[config.mk]
export PLATFORM = sky130hd
export DESIGN_NAME = bin2bcd16_seq
export DESIGN_NICKNAME = d
export VERILOG_FILES = /design/src/rtl/bin2bcd16_seq.sv
export SDC_FILE = /design/constraint.sdc
export NUM_CORES = 1
export LEC_CHECK = 0
export BUFFER_PORTS_ARGS = -buffer_cell sky130_fd_sc_hd__buf_2
export CORE_UTILIZATION = 35
export DETAILED_ROUTE_END_ITERATION = 16
export HOLD_SLACK_MARGIN = 0.02
export SYNTH_ARGS = -nofsm -noshare
export SYNTH_HDL_FRONTEND = slang
export SYNTH_SLANG_ARGS = --single-unit
[constraint.sdc]
create_clock -name clk -period 2.32 [get_ports clk]
set_clock_uncertainty 0.2 [all_clocks]
set_input_delay 0.232 -clock clk [delete_from_list [all_inputs] [get_ports clk]]
set_output_delay 0.232 -clock clk [all_outputs]
set_load 0.005 [all_outputs]
[src/rtl/bin2bcd16_seq.sv]
// Sequential 16-bit binary-to-BCD converter: one double-dabble step per clock
// under a start/ready/done handshake, presenting five registered BCD digits.
module bin2bcd16_seq (
   input  logic       clk,
   input  logic       reset,
   input  logic       start,
   input  logic [15:0] inBin,
   output logic       ready,
   output logic       busy,
   output logic       done,
   output logic [3:0] thousands10,
   output logic [3:0] thousands,
   output logic [3:0] hundreds,
   output logic [3:0] tens,
   output logic [3:0] ones
);

   localparam logic [1:0] ST_IDLE = 2'd0;
   localparam logic [1:0] ST_CONV = 2'd1;
   localparam logic [1:0] ST_DONE = 2'd2;

   logic [1:0]  state;
   logic [15:0] bin_reg;
   logic [19:0] scratch;
   logic [3:0]  bit_cnt;
   logic [19:0] result;
   logic [19:0] corrected;
   logic [19:0] next_scratch;
   logic [3:0]  digit;

   // Add-3 correction on every digit in parallel, then the shift that pulls
   // the next binary bit into the scratch LSB.
   always_comb begin
      corrected = '0;
      digit     = '0;
      for (int i = 0; i < 5; i++) begin
         digit = scratch[4*i +: 4];
         corrected[4*i +: 4] = (digit >= 4'd5) ? digit + 4'd3 : digit;
      end
      next_scratch = {corrected[18:0], bin_reg[15]};
   end

   // Result is only written on the final shift, so the digit outputs never
   // expose a partially converted value.
   always_ff @(posedge clk) begin
      if (reset) begin
         state   <= ST_IDLE;
         bin_reg <= '0;
         scratch <= '0;
         bit_cnt <= '0;
         result  <= '0;
      end else begin
         case (state)
            ST_IDLE: begin
               if (start) begin
                  bin_reg <= inBin;
                  scratch <= '0;
                  bit_cnt <= '0;
                  state   <= ST_CONV;
               end
            end
            ST_CONV: begin
               scratch <= next_scratch;
               bin_reg <= {bin_reg[14:0], 1'b0};
               bit_cnt <= bit_cnt + 4'd1;
               if (bit_cnt == 4'd15) begin
                  result <= next_scratch;
                  state  <= ST_DONE;
               end
            end
            ST_DONE: begin
               state <= ST_IDLE;
            end
            default: begin
               state <= ST_IDLE;
            end
         endcase
      end
   end

   assign ready       = (state == ST_IDLE);
   assign busy        = (state == ST_CONV) || (state == ST_DONE);
   assign done        = (state == ST_DONE);
   assign thousands10 = result[19:16];
   assign thousands   = result[15:12];
   assign hundreds    = result[11:8];
   assign tens        = result[7:4];
   assign ones        = result[3:0];

endmodule
==> out/metrics.cfg <==
[run_status]
outcome = completed

[synth]
ys_seq_elements = 62
ys_warn_count = 0
synth_cells = 317
netlist.top_cell.by_area = dfxtp_1
yosysTopAreaCellShare = 0.4132
syn_area_mm2 = 0.003004
yosysSeqAreaShare = 0.4132
yosys-top-cells-area = dfxtp_1, mux2i_1, a211oi_2, ha_1, nor2_1
synthDistinctLibCells = 38
synth_nets = 350
syn_area_per_cell_um2 = 9.477

[die]
fp.dieArea_mm2 = 0.008958
die_w_um = 94.65
rows = 33
pin_count = 42
initial_core_util = 0.3638
fp.coreArea_mm2 = 0.008258
die_h_um = 94.65

[sta]
finalCritPeriodShare = 0.8376
fmax_mhz = 514.6
rsz0062_at_grt = false
tightest_slew_ps = 772.7
hold_ws_ps = 61.21
tns_ps = 0
hold_viol = 0
finalSetupViolCount = 0
slew_violations = 0
post-route-min-period_ps = 1943
relSlewSlack = 0.4843

[clocking]
cts_hold_buffers = 0
cts_setup_buffers = 0
cts_tree = yes
clockBufferDepth = 2
clk_latency_ps = 340
clockRootBuffer = clkbuf_8
clk_pin_slew_ps = 70
clkSinkCount = 62
cts_max_level = 3
ctsResizeCount = 0
cts_buffers = 9

[power_and_ir_drop]
p_seq_frac = 0.477
switchingPower_uw = 594.0
vdd_drop_max_mv = 0.3533
leakagePower_nw = 1.365
clock_power_share = 0.414
power.density_mw_per_mm2 = 676.7
internal-power_mw = 1.753
p_comb_frac = 0.109
sw_frac_of_total = 0.2531
finalPower_mw = 2.347

[run]
cap_violations = 0

[drt]
ant_nets = 0
firstDrtPassIters = 4
wirelength_um = 6056
wl_per_cell_um = 13.02
viasPerCell = 5.026
num_vias = 2337
drc = 0
drtIter0Drc = 90

[finish]
area_delta_synth_final_pct = 15.45
final_layout_size_suffix_gt1_frac = 0.2667
final_nets = 388
final_cell_mix = dfxtp_1, buf_2, nor2_1
diodes = 0
final_util = 0.4200
final_common_cell = dfxtp_1

[worst_setup_path]
critPathRequiredTime_ps = 2380
crit_arrival_ps = 2000
end_kind = flop
worstPathMaxFanout = 30
crit_path_start_kind = flop
worstSetupPathType = flop to flop

[global_route]
grt_overflow = 0
antenna_found_initial = 0
track_usage = 0.1517
grt_pass1_vias = 2294
grt_pass1_wl_um = 10530
grt_max_degree = 39

[min_path]
hold_path.class = input port to flop

[placement]
gp_congestion = 0.7465
dp_hpwl_um = 4038
numPortBuffers = 41

area by class of cell:
class                      instances  area (um^2)
clock buffer                      13        158.9
clock inverter                     3        42.54
fill                             846         4790
inverter                          17        63.81
multi-input combinational        219         1575
sequential                        62         1241
tap                              105        131.4
timing repair buffer              46        255.2
power groups by stage:
stage	Sequential [mW]	Combinational [mW]	Clock, mW
5_1_grt	1.12	0.289	1.04
6_report	1.12	0.255	0.973
3_3_place_gp	1.14	0.254	0
4_1_cts	1.12	0.259	1.00
3_5_place_dp	1.14	0.259	0
2_1_floorplan	1.14	0.213	0
final timing paths:
| check | startpoint | to | slack (ps) | cells after the start |
|---|---|---|---|---|
| max | state[0] | bin_reg[2] | 380 | 6 |
| min | inBin[5] | bin_reg[5] | 60 | 3 |
| max reg2reg | state[0] | bin_reg[2] | 380 | 6 |
| min reg2reg | scratch[17] | scratch[17] | 250 | 2 |
cell usage after synthesis (all sizes together):
master and number:
o22ai 4, mux2i 22, o32ai 4, nor3b 11
inv 17, o21ai 16, clkbuf 6, buf 13
o31ai 1, dfxtp 62, a22o 7, nand4 1
nand2b 6, or3b 5, mux2 2, a31o 8
a22oi 2, xnor2 5, a311oi 5, o311ai 1
nand3 4, nor3 3, nand2 25, a21oi 21
nor4 1, a21o 1, ha 14, a211oi 16
nor2 33, and2 1
critical path, cell delays in order (launching register included):
cell and delay (ps):
dfxtp_1 360, inv_1 70, ha_1 300, mux2_4 280, buf_4 350, nor2_1 90
a211oi_2 210
through the flow:
stage | area [um^2] | setup WS, ps | instances
final | 3468 | 376.9 | 465
after global routing | 3468 | 243.0 | 465
after CTS | 3468 | 368.2 | 465
after detailed placement | 3267 | 385.4 | 449
after global placement | 3267 | 453.4 | 449
after floorplan | 3004 | 639.2 | 317
kinds of logic (layout without fill, tap and decap cells):
| family | Yosys count | after routing | share of synthesized area |
|---|---|---|---|
| flip-flops | 62 | 62 | 0.4132 |
| AND/OR/NAND/NOR | 90 | 90 | 0.1508 |
| multiplexers | 24 | 24 | 0.08205 |
| adder cells (fa/ha/maj) | 14 | 14 | 0.05831 |
| AO/OA/AOI/OAI | 86 | 86 | 0.2178 |
| XOR/XNOR | 5 | 5 | 0.01458 |
| buffers and inverters | 36 | 79 | 0.06330 |
metal layers:
metal / track usage / up-vias / part of all wire
li1: - / 1206 / -
met5: 0 / - / 0
met4: 0.04545 / 0 / 0.012
met2: 0.2470 / 43 / 0.45
met1: 0.1888 / 1081 / 0.49
met3: 0.05153 / 7 / 0.050
Note: power is estimated with default switching activity, not from simulation.
